**config.mk**
```make
export PLATFORM = sky130hd
export DESIGN_NAME = unidade_controle_jogo_flat
export DESIGN_NICKNAME = d
export VERILOG_FILES = /design/src/rtl/jogo_pkg.sv /design/src/rtl/unidade_controle_jogo_if.sv /design/src/rtl/contador_timer.sv /design/src/rtl/unidade_controle_jogo.sv /design/src/flat_wrapper.sv
export SDC_FILE = /design/constraint.sdc
export NUM_CORES = 1
export LEC_CHECK = 0
export CORE_MARGIN = 3
export CORE_UTILIZATION = 40
export CTS_BUF_LIST = sky130_fd_sc_hd__clkbuf_4
export CTS_CLUSTER_DIAMETER = 30
export CTS_CLUSTER_SIZE = 25
export DETAILED_ROUTE_END_ITERATION = 10
export GPL_TIMING_DRIVEN = 0
export PLACE_DENSITY = 0.68
export SLEW_MARGIN = 20
export SYNTH_ARGS = -nofsm -noshare
export SYNTH_HDL_FRONTEND = slang
export SYNTH_SLANG_ARGS = --single-unit
export TNS_END_PERCENT = 1
```
**constraint.sdc**
```tcl
create_clock -name clock -period 1.65 [get_ports clock]
set_clock_uncertainty 0.15 [all_clocks]
set_input_delay 0.2475 -clock clock [delete_from_list [all_inputs] [get_ports clock]]
set_output_delay 0.2475 -clock clock [all_outputs]
set_load 0.05 [all_outputs]
```
**src/rtl/jogo_pkg.sv**
```systemverilog
// Shared state codes, output bundle and default timing for the memory-game control unit.
package jogo_pkg;

    localparam int unsigned SHOW_CYCLES_DEF    = 1000;
    localparam int unsigned GAP_CYCLES_DEF     = 250;
    localparam int unsigned TIMEOUT_CYCLES_DEF = 5000;

    typedef enum logic [3:0] {
        INICIAL        = 4'h0,
        PREPARACAO     = 4'h1,
        INICIA_RODADA  = 4'h2,
        MOSTRA         = 4'h3,
        APAGA          = 4'h4,
        PROXIMO_MOSTRA = 4'h5,
        FIM_MOSTRA     = 4'h6,
        ESPERA_JOGADA  = 4'h7,
        REGISTRA       = 4'h8,
        COMPARA        = 4'h9,
        PROXIMA_JOGADA = 4'hA,
        PROXIMA_RODADA = 4'hB,
        FIM_TIMEOUT    = 4'hD,
        FIM_ERROU      = 4'hE,
        FIM_GANHOU     = 4'hF
    } estado_t;

    typedef struct packed {
        logic zeraE;
        logic contaE;
        logic zeraR;
        logic contaR;
        logic registraR;
        logic mostraLeds;
        logic pronto;
        logic ganhou;
        logic perdeu;
        logic db_timeout;
    } saidas_t;

    // Moore output decode for a given state.
    function automatic saidas_t decodifica(estado_t e);
        saidas_t s;
        s = '0;
        case (e)
            PREPARACAO:     begin s.zeraE = 1'b1; s.zeraR = 1'b1; end
            INICIA_RODADA:  s.zeraE = 1'b1;
            MOSTRA:         s.mostraLeds = 1'b1;
            PROXIMO_MOSTRA: s.contaE = 1'b1;
            FIM_MOSTRA:     s.zeraE = 1'b1;
            REGISTRA:       s.registraR = 1'b1;
            PROXIMA_JOGADA: s.contaE = 1'b1;
            PROXIMA_RODADA: s.contaR = 1'b1;
            FIM_TIMEOUT:    begin s.pronto = 1'b1; s.perdeu = 1'b1; s.db_timeout = 1'b1; end
            FIM_ERROU:      begin s.pronto = 1'b1; s.perdeu = 1'b1; end
            FIM_GANHOU:     begin s.pronto = 1'b1; s.ganhou = 1'b1; end
            default:        s = '0;
        endcase
        return s;
    endfunction

endpackage

```
**src/rtl/unidade_controle_jogo_if.sv**
```systemverilog
// Strobe/status bundle between the game control unit (master) and the datapath/top (slave).
interface unidade_controle_jogo_if;
    logic       iniciar;
    logic       jogada;
    logic       igual;
    logic       enderecoIgualRodada;
    logic       fimRodadas;
    logic       zeraE;
    logic       contaE;
    logic       zeraR;
    logic       contaR;
    logic       registraR;
    logic       mostraLeds;
    logic       pronto;
    logic       ganhou;
    logic       perdeu;
    logic       db_timeout;
    logic [3:0] db_estado;

    modport master (
        input  iniciar, jogada, igual, enderecoIgualRodada, fimRodadas,
        output zeraE, contaE, zeraR, contaR, registraR, mostraLeds,
               pronto, ganhou, perdeu, db_timeout, db_estado
    );

    modport slave (
        output iniciar, jogada, igual, enderecoIgualRodada, fimRodadas,
        input  zeraE, contaE, zeraR, contaR, registraR, mostraLeds,
               pronto, ganhou, perdeu, db_timeout, db_estado
    );
endinterface

```
**src/rtl/contador_timer.sv**
```systemverilog
// Saturating up-counter; fim flags the terminal count M-1, zera has priority over conta.
module contador_timer #(
    parameter int unsigned M = 4
) (
    input  logic clock,
    input  logic reset,
    input  logic zera,
    input  logic conta,
    output logic fim
);
    localparam int unsigned W = (M > 1) ? $clog2(M) : 1;

    logic [W-1:0] cnt;

    always_ff @(posedge clock or negedge reset) begin
        if (!reset)              cnt <= '0;
        else if (zera)           cnt <= '0;
        else if (conta && !fim)  cnt <= cnt + W'(1);
    end

    assign fim = (cnt == W'(M - 1));
endmodule

```
**src/rtl/unidade_controle_jogo.sv**
```systemverilog
// Memory-game control unit: Moore FSM with show/gap/timeout timers.
// Define GAME_TIMEOUT_EN to build the per-press timeout (state D reachable).
module unidade_controle_jogo
    import jogo_pkg::*;
#(
    parameter int unsigned SHOW_CYCLES    = SHOW_CYCLES_DEF,
    parameter int unsigned GAP_CYCLES     = GAP_CYCLES_DEF,
    parameter int unsigned TIMEOUT_CYCLES = TIMEOUT_CYCLES_DEF
) (
    input  logic                    clock,
    input  logic                    reset,
    unidade_controle_jogo_if.master bus
);
    estado_t estado, estado_next;
    saidas_t saidas, saidas_next;
    logic    fim_show, fim_gap, fim_timeout;

    // Each timer is held at zero outside its owning state.
    contador_timer #(.M(SHOW_CYCLES)) u_show (
        .clock (clock), .reset (reset),
        .zera  (estado != MOSTRA), .conta (estado == MOSTRA),
        .fim   (fim_show)
    );

    contador_timer #(.M(GAP_CYCLES)) u_gap (
        .clock (clock), .reset (reset),
        .zera  (estado != APAGA), .conta (estado == APAGA),
        .fim   (fim_gap)
    );

`ifdef GAME_TIMEOUT_EN
    contador_timer #(.M(TIMEOUT_CYCLES)) u_timeout (
        .clock (clock), .reset (reset),
        .zera  (estado != ESPERA_JOGADA), .conta (estado == ESPERA_JOGADA),
        .fim   (fim_timeout)
    );
`else
    // No timeout timer: the player may wait indefinitely.
    if (TIMEOUT_CYCLES != 0) begin : g_sem_timeout
        assign fim_timeout = 1'b0;
    end else begin : g_sem_timeout_zero
        assign fim_timeout = 1'b0;
    end
`endif

    always_ff @(posedge clock or negedge reset) begin
        if (!reset) begin
            estado <= INICIAL;
            saidas <= '0;
        end else begin
            estado <= estado_next;
            saidas <= saidas_next;
        end
    end

    always_comb begin
        estado_next = estado;
        case (estado)
            INICIAL:        if (bus.iniciar) estado_next = PREPARACAO;
            PREPARACAO:     estado_next = INICIA_RODADA;
            INICIA_RODADA:  estado_next = MOSTRA;
            MOSTRA:         if (fim_show) estado_next = APAGA;
            APAGA:
                if (fim_gap)
                    estado_next = bus.enderecoIgualRodada ? FIM_MOSTRA : PROXIMO_MOSTRA;
            PROXIMO_MOSTRA: estado_next = MOSTRA;
            FIM_MOSTRA:     estado_next = ESPERA_JOGADA;
            ESPERA_JOGADA:
                if (bus.jogada)       estado_next = REGISTRA;
                else if (fim_timeout) estado_next = FIM_TIMEOUT;
            REGISTRA:       estado_next = COMPARA;
            COMPARA:
                if (!bus.igual)                    estado_next = FIM_ERROU;
                else if (!bus.enderecoIgualRodada) estado_next = PROXIMA_JOGADA;
                else if (bus.fimRodadas)           estado_next = FIM_GANHOU;
                else                               estado_next = PROXIMA_RODADA;
            PROXIMA_JOGADA: estado_next = ESPERA_JOGADA;
            PROXIMA_RODADA: estado_next = INICIA_RODADA;
            FIM_TIMEOUT, FIM_ERROU, FIM_GANHOU:
                if (bus.iniciar) estado_next = PREPARACAO;
            default:        estado_next = INICIAL;
        endcase

        // Outputs are registered alongside the state so they track it exactly.
        saidas_next = decodifica(estado_next);
`ifndef GAME_TIMEOUT_EN
        saidas_next.db_timeout = 1'b0;
`endif
    end

    assign bus.zeraE      = saidas.zeraE;
    assign bus.contaE     = saidas.contaE;
    assign bus.zeraR      = saidas.zeraR;
    assign bus.contaR     = saidas.contaR;
    assign bus.registraR  = saidas.registraR;
    assign bus.mostraLeds = saidas.mostraLeds;
    assign bus.pronto     = saidas.pronto;
    assign bus.ganhou     = saidas.ganhou;
    assign bus.perdeu     = saidas.perdeu;
    assign bus.db_timeout = saidas.db_timeout;
    assign bus.db_estado  = estado;
endmodule

```
**src/flat_wrapper.sv**
```systemverilog
// flat-port wrapper written by rule: the top's interface ports become plain ports
module unidade_controle_jogo_flat import jogo_pkg::*;
#(
    parameter int unsigned SHOW_CYCLES    = SHOW_CYCLES_DEF,
    parameter int unsigned GAP_CYCLES     = GAP_CYCLES_DEF,
    parameter int unsigned TIMEOUT_CYCLES = TIMEOUT_CYCLES_DEF
)
  (clock, reset, bus_iniciar, bus_jogada, bus_igual, bus_enderecoIgualRodada, bus_fimRodadas, bus_zeraE, bus_contaE, bus_zeraR, bus_contaR, bus_registraR, bus_mostraLeds, bus_pronto, bus_ganhou, bus_perdeu, bus_db_timeout, bus_db_estado);
  unidade_controle_jogo_if bus_i ();
  input  logic clock;
  input  logic reset;
  input wire logic [$bits(bus_i.iniciar)-1:0] bus_iniciar;
  input wire logic [$bits(bus_i.jogada)-1:0] bus_jogada;
  input wire logic [$bits(bus_i.igual)-1:0] bus_igual;
  input wire logic [$bits(bus_i.enderecoIgualRodada)-1:0] bus_enderecoIgualRodada;
  input wire logic [$bits(bus_i.fimRodadas)-1:0] bus_fimRodadas;
  output wire logic [$bits(bus_i.zeraE)-1:0] bus_zeraE;
  output wire logic [$bits(bus_i.contaE)-1:0] bus_contaE;
  output wire logic [$bits(bus_i.zeraR)-1:0] bus_zeraR;
  output wire logic [$bits(bus_i.contaR)-1:0] bus_contaR;
  output wire logic [$bits(bus_i.registraR)-1:0] bus_registraR;
  output wire logic [$bits(bus_i.mostraLeds)-1:0] bus_mostraLeds;
  output wire logic [$bits(bus_i.pronto)-1:0] bus_pronto;
  output wire logic [$bits(bus_i.ganhou)-1:0] bus_ganhou;
  output wire logic [$bits(bus_i.perdeu)-1:0] bus_perdeu;
  output wire logic [$bits(bus_i.db_timeout)-1:0] bus_db_timeout;
  output wire logic [$bits(bus_i.db_estado)-1:0] bus_db_estado;
  assign bus_i.iniciar = bus_iniciar;
  assign bus_i.jogada = bus_jogada;
  assign bus_i.igual = bus_igual;
  assign bus_i.enderecoIgualRodada = bus_enderecoIgualRodada;
  assign bus_i.fimRodadas = bus_fimRodadas;
  assign bus_zeraE = bus_i.zeraE;
  assign bus_contaE = bus_i.contaE;
  assign bus_zeraR = bus_i.zeraR;
  assign bus_contaR = bus_i.contaR;
  assign bus_registraR = bus_i.registraR;
  assign bus_mostraLeds = bus_i.mostraLeds;
  assign bus_pronto = bus_i.pronto;
  assign bus_ganhou = bus_i.ganhou;
  assign bus_perdeu = bus_i.perdeu;
  assign bus_db_timeout = bus_i.db_timeout;
  assign bus_db_estado = bus_i.db_estado;
  unidade_controle_jogo #(.SHOW_CYCLES(SHOW_CYCLES), .GAP_CYCLES(GAP_CYCLES), .TIMEOUT_CYCLES(TIMEOUT_CYCLES)) u_core (.clock(clock), .reset(reset), .bus(bus_i));
endmodule
```
Word level (Yosys, flattened, before mapping)
Cells that the tools add are included.
Widths: inputs -> output; s select.
{"block": "word_totals", "register_bits": 31, "inputBits": 7, "out_inout_bits": 14, "wordCells": 80}
{"block": "op_classes", "addsub": 2, "eq_ne": 29, "mux": 22, "n_reduce_logical": 15}
{"op": "$eq 4x4->1 const B", "n": 13}
{"op": "$pmux 4 s9", "n": 1}
{"op": "$eq 4x3->1 const B", "n": 6}
{"op": "$mux 4", "n": 6}
{"op": "$mux 10", "n": 2}
{"op": "$eq 4x2->1 const B", "n": 4}
{"op": "$mux 8", "n": 2}
{"op": "$add 10x1->10 const B", "n": 1}
{"op": "$eq 10x10->1 const B", "n": 1}
{"op": "$reduce_or 2->1", "n": 5}
{"op": "$mux 1", "n": 9}
{"op": "$add 8x1->8 const B", "n": 1}
{"op": "$eq 4x1->1 const B", "n": 2}
{"op": "$eq 8x8->1 const B", "n": 1}
{"op": "$reduce_or 3->1", "n": 2}
{"op": "$logic_not 4->1", "n": 1}
{"op": "$ne 4x2->1 const B", "n": 1}
{"op": "$ne 4x3->1 const B", "n": 1}
{"op": "$reduce_bool 2->1", "n": 2}
{"op": "$reduce_or 4->1", "n": 1}
{"op": "$mux 3", "n": 1}
{"op": "$logic_and 1x1->1", "n": 2}
{"op": "$logic_not 1->1", "n": 2}
{"op": "$mux 2", "n": 1}

Depth between registers and ports, before layout
{"block": "depth", "depth_word": 7, "ltp_mapped": 6, "depth_no_buf": 6}

By module
A second synthesis with hierarchy kept.
{"block": "unflattened", "hier_cells": 187, "hier_area_um2": 1839.3}
{"module": "unidade_controle_jogo", "n_inst": 1, "cells_per_inst": 79, "area_per_inst_um2": 768.2, "seq_area_each_um2": 325.3}
{"module": "contador_timer at u_core.u_show", "n_inst": 1, "cells_per_inst": 63, "area_per_inst_um2": 606.8, "seq_area_each_um2": 250.2}
{"module": "contador_timer at u_core.u_gap", "n_inst": 1, "cells_per_inst": 45, "area_per_inst_um2": 464.2, "seq_area_each_um2": 200.2}

Worst setup path before layout
No wires, ideal clock.
{"block": "synth_timing", "kind": "flip-flop to flip-flop", "start": "reg u_core.estado[1] (netlist: u_core.bus.db_estado[1])", "end": "reg u_core.saidas, in the netlist u_core.bus.zeraE", "setup_time_ps": 92, "t_arrival_ps": 1848, "t_required_ps": 1408, "slack_ps": -440, "stages_incl_launch_ff": 6, "n_path_buf": 1, "synth_period_minus_slack_ps": 2090, "cell_sequence": "dfrtp_1 -> or4b_4 -> buf_6 -> nor4b_4 -> nor3_2 -> o31ai_2"}
{"item": "start, declared", "line_no": "unidade_controle_jogo.sv:14", "rtl": "estado_t estado, estado_next;"}
{"item": "start signal, assigned", "line_no": "unidade_controle_jogo.sv:51", "rtl": "estado <= estado_next;"}
{"item": "end signal, assigned", "line_no": "unidade_controle_jogo.sv:52", "rtl": "saidas <= saidas_next;"}
{"item": "end, declared", "line_no": "unidade_controle_jogo.sv:15", "rtl": "saidas_t saidas, saidas_next;"}

==> flow_summary_export.csv <==
group,metric,value,unit
routing,drt-total-wl,3610,um
clock_network,clock_sinks,31,
clock_network,clk_pin_slew_worst_paths,0.10,ns
logic_synthesis,syn_avg_cell_area,10.2,sq um
clock_network,cts_tree,"done",
worst_setup_path,r2r_cells,6,
timing,fin_crit,1.87,ns
routing,first_iter_violations,54,
power_and_ir_drop,p_sw,0.882,mW
global_routing,grt_pass1_wl,6360,um
logic_synthesis,synth-seq-area-share,0.465,
run_status,outcome,"complete, but fails checks",
clock_network,worstSkewPairLatency,0.33,ns
routing,dr_wl_met3,120,um
final_layout,syn_to_final_growth,25.5,%
routing,ant_nets,0,
power_and_ir_drop,p_per_area,1110,nW/um^2
timing,rsz0062_at_grt,"yes",
final_layout,fillCellCount,332,
timing,max_freq,0.535,GHz
floorplan,initial_utilization,0.436,
timing,setup_violations,13,
final_layout,diodes,0,
global_routing,grtUsageTotal,0.158,
global_routing,grt_max_degree,32,
logic_synthesis,async_flop_share,1.00,
logic_synthesis,synthTopCellsByCount,"dfrtp_1 (31), nor2_1 (14), nand2_1 (11)",
floorplan,design.core.area,3830,sq um
placed_design,portBuffers,19,
run,maxCapViolations,0,
floorplan,rows,22,
final_layout,multi_input_area,893,sq um
power_and_ir_drop,p_leak,0.927,nW
global_routing,grt_pass1_vias,1401,
global_routing,globalRouteOverflowTotal,0,
logic_synthesis,syn_inst,164,
logic_synthesis,yosysWarnings,0,
worst_setup_path,cp.arrival,1.96,ns
worst_setup_path,ff2ff_setup_slack,-0.22,ns
timing,tightestPinTransition,0.693,ns
final_layout,fin_area,2090,sq um
clock_network,root_buffer,"clkbuf_4",
routing,dr_wl_met2,1790,um
final_layout,drive_above_1_share,0.255,
worst_setup_path,required,1.74,ns
clock_network,clk_path_buf_depth,2,
power_and_ir_drop,seqPwrFrac,0.390,
floorplan,fp.dieArea,4980,sq um
power_and_ir_drop,comb_power_share,0.364,
worst_setup_path,worst_setup_path_end_kind,"flop",
timing,layout_setup_ws,-0.220,ns
worst_setup_path,slowest_stage,"dfrtp_2",
logic_synthesis,synth_cell_types,49,
worst_setup_path,path_cells,"nand2b_1 -> a211oi_1 -> a2111oi_4 -> buf_4 -> buf_4 -> a211oi_1",
routing,routed-via-count,1337,
power_and_ir_drop,p_sw_frac,0.380,
logic_synthesis,syn-num-nets,174,
logic_synthesis,ys.flop_type,"dfrtp_1",
worst_setup_path,critPathMaxFanout,5,
worst_setup_path,reg2reg_to,"u_core.bus.ganhou",
clock_network,cts_buffers,5,
routing,wire_per_inst,14.8,um
routing,firstDrtPassIters,4,
logic_synthesis,synth-seq-cells,31,
timing,slew_headroom,0.538,
worst_setup_path,critical_path_class,"flop to flop",
logic_synthesis,synth.most_common_cell,"dfrtp_1",
routing,routed.top_layer,"met4",
logic_synthesis,synth_top_area_share,0.465,
timing,hold_viol_final,0,
placed_design,place_area,1920,sq um
worst_hold_path,min_path_type,"input pin to asynchronous set/reset pin",
routing,drc,0,
worst_setup_path,reg2reg_from,"u_core.bus.db_estado[2]",
final_layout,seq_area,781,sq um
placed_design,dp_hpwl,2490,um
timing,post-route-period-util,1.13,
timing,drv_slew,0,
floorplan,die_w,70.6,um
floorplan,die_h,70.6,um
logic_synthesis,synthTopCellsByArea,"dfrtp_1 (47%), nor2_1 (3.2%), nand3_1 (2.7%)",
power_and_ir_drop,ir_drop,590,uV
final_layout,nNetsFinal,205,
worst_setup_path,crit_path_start_kind,"flop",
worst_setup_path,crit_path_max_incr_delay,0.43,ns
power_and_ir_drop,pwr-share-clk,0.246,
routing,viasPerCell,5.48,
logic_synthesis,post_synth_instance_area,1670,sq um
final_layout,final_util,0.546,
power_and_ir_drop,power.internal,1.44,mW
routing,wirelength_met1,1640,um
clock_network,htreeDepth,2,
floorplan,ios,21,
placed_design,place_congestion,0.877,
global_routing,antenna_found_initial,0,
logic_synthesis,yosysTopAreaCell,"dfrtp_1",
run_status,failed_checks,"setup timing",
logic_synthesis,synth_edf_count,0,
through the flow:
stage,hold WS (ns),TNS (ns),instances,power [mW],setup WS (ns)
finish,0.345,-1.59,244,2.32,-0.220
global route,0.407,-2.79,244,2.47,-0.312
CTS,0.365,-1.77,241,2.25,-0.224
detailed placement,0.194,-4.44,231,1.69,-0.466
global placement,0.380,-16.53,231,1.68,-0.492
floorplan,-0.198,-2.57,164,1.46,-0.343
power groups by stage:
stage                     logic, mW  clock network (mW)  registers, mW
final                         0.846               0.571          0.906
after global routing          0.921               0.634          0.916
after CTS                     0.772               0.590          0.890
after detailed placement      0.783                   0          0.907
after global placement        0.779                   0          0.902
after floorplan               0.384                   0           1.08
metal layers:
layer	vias to the layer above	GRT usage
li1	656	-
met1	648	0.209
met2	26	0.245
met3	7	0.0341
met4	0	0.0793
met5	-	0
critical path, delay by kind of cell (launching register included):
kind	cells	cell delay (ns)
compound gates	3	0.70
simple gates	1	0.22
buf+inv	2	0.28
flops	1	0.43
area by class of cell:
| type | count | area share |
|---|---|---|
| clock buffer | 5 | 0.0180 |
| timing repair buffer | 25 | 0.0963 |
| buffer | 6 | 0.0257 |
| multi-input combinational | 120 | 0.427 |
| sequential | 31 | 0.373 |
| tap | 48 | 0.0287 |
| inverter | 6 | 0.0120 |
| clock inverter | 3 | 0.0186 |
flip-flops by register name (all words and copies together) (netlist names):
signal / flops
u_core.bus.zeraR: 1
u_core.bus.zeraE: 1
u_core.bus.registraR: 1
u_core.bus.perdeu: 1
u_core.bus.contaR: 1
u_core.u_gap.cnt: 8
u_core.bus.mostraLeds: 1
u_core.u_show.cnt: 10
u_core.bus.pronto: 1
u_core.bus.db_estado: 4
u_core.bus.contaE: 1
u_core.bus.ganhou: 1
worst max-delay path by stage:
| stage | start | end | slack [ns] | cells after the start |
|---|---|---|---|---|
| 5_1_grt | u_core.u_show.cnt[1] | u_core.bus.ganhou | -0.31 | 7 |
| 3_5_place_dp | bus_iniciar | u_core.bus.zeraE | -0.47 | 6 |
| 4_1_cts | u_core.bus.db_estado[1] | u_core.bus.perdeu | -0.22 | 5 |
| 3_3_place_gp | reset | u_core.bus.db_estado[0] | -0.49 | 1 |
| 2_1_floorplan | u_core.bus.db_estado[3] | u_core.bus.zeraE | -0.34 | 5 |
| 6_report | u_core.bus.db_estado[2] | u_core.bus.ganhou | -0.22 | 6 |
cells in the final DEF, fill, tap and decap left out, drive strengths merged, types with 2 or more instances in the layout:
| master | Yosys | final |
|---|---|---|
| a211oi | 6 | 6 |
| a21oi | 7 | 7 |
| and3b | 2 | 2 |
| and4 | 4 | 4 |
| buf | 6 | 11 |
| clkbuf | 1 | 10 |
| clkdlybuf4s50 | 0 | 5 |
| clkinv | 0 | 2 |
| dfrtp | 31 | 31 |
| dlygate4sd2 | 0 | 9 |
| ha | 3 | 3 |
| inv | 6 | 6 |
| nand2 | 11 | 11 |
| nand2b | 6 | 6 |
| nand3 | 9 | 9 |
| nand4 | 3 | 3 |
| nor2 | 14 | 14 |
| nor2b | 2 | 2 |
| nor3 | 7 | 7 |
| nor4b | 2 | 2 |
| o211ai | 2 | 2 |
| o21ai | 8 | 8 |
| or3 | 4 | 4 |
| or4b | 2 | 2 |
| xnor2 | 5 | 5 |
| xor2 | 5 | 5 |
logic make-up (layout without fill, tap and decap cells):
kind of cell,count (synthesis),in the layout,share of synthesized area
adder cells (fa/ha/maj),3,3,0.0225
buffers and inverters,13,45,0.0390
AO/OA/AOI/OAI,34,34,0.155
other,1,1,0.00225
multiplexers,1,1,0.00601
XOR/XNOR,10,10,0.0526
AND/OR/NAND/NOR,71,71,0.258
flip-flops,31,31,0.465
repair_timing:
item	CTS	global route
buffers inserted	2	5
gates cloned	0	0
setup endpoints to repair	27	27
hold buffers	1	0
hold endpoints to repair	31	0
gates resized for setup	23	25
pin swaps	10	10
(Power assumes the default switching activity.)
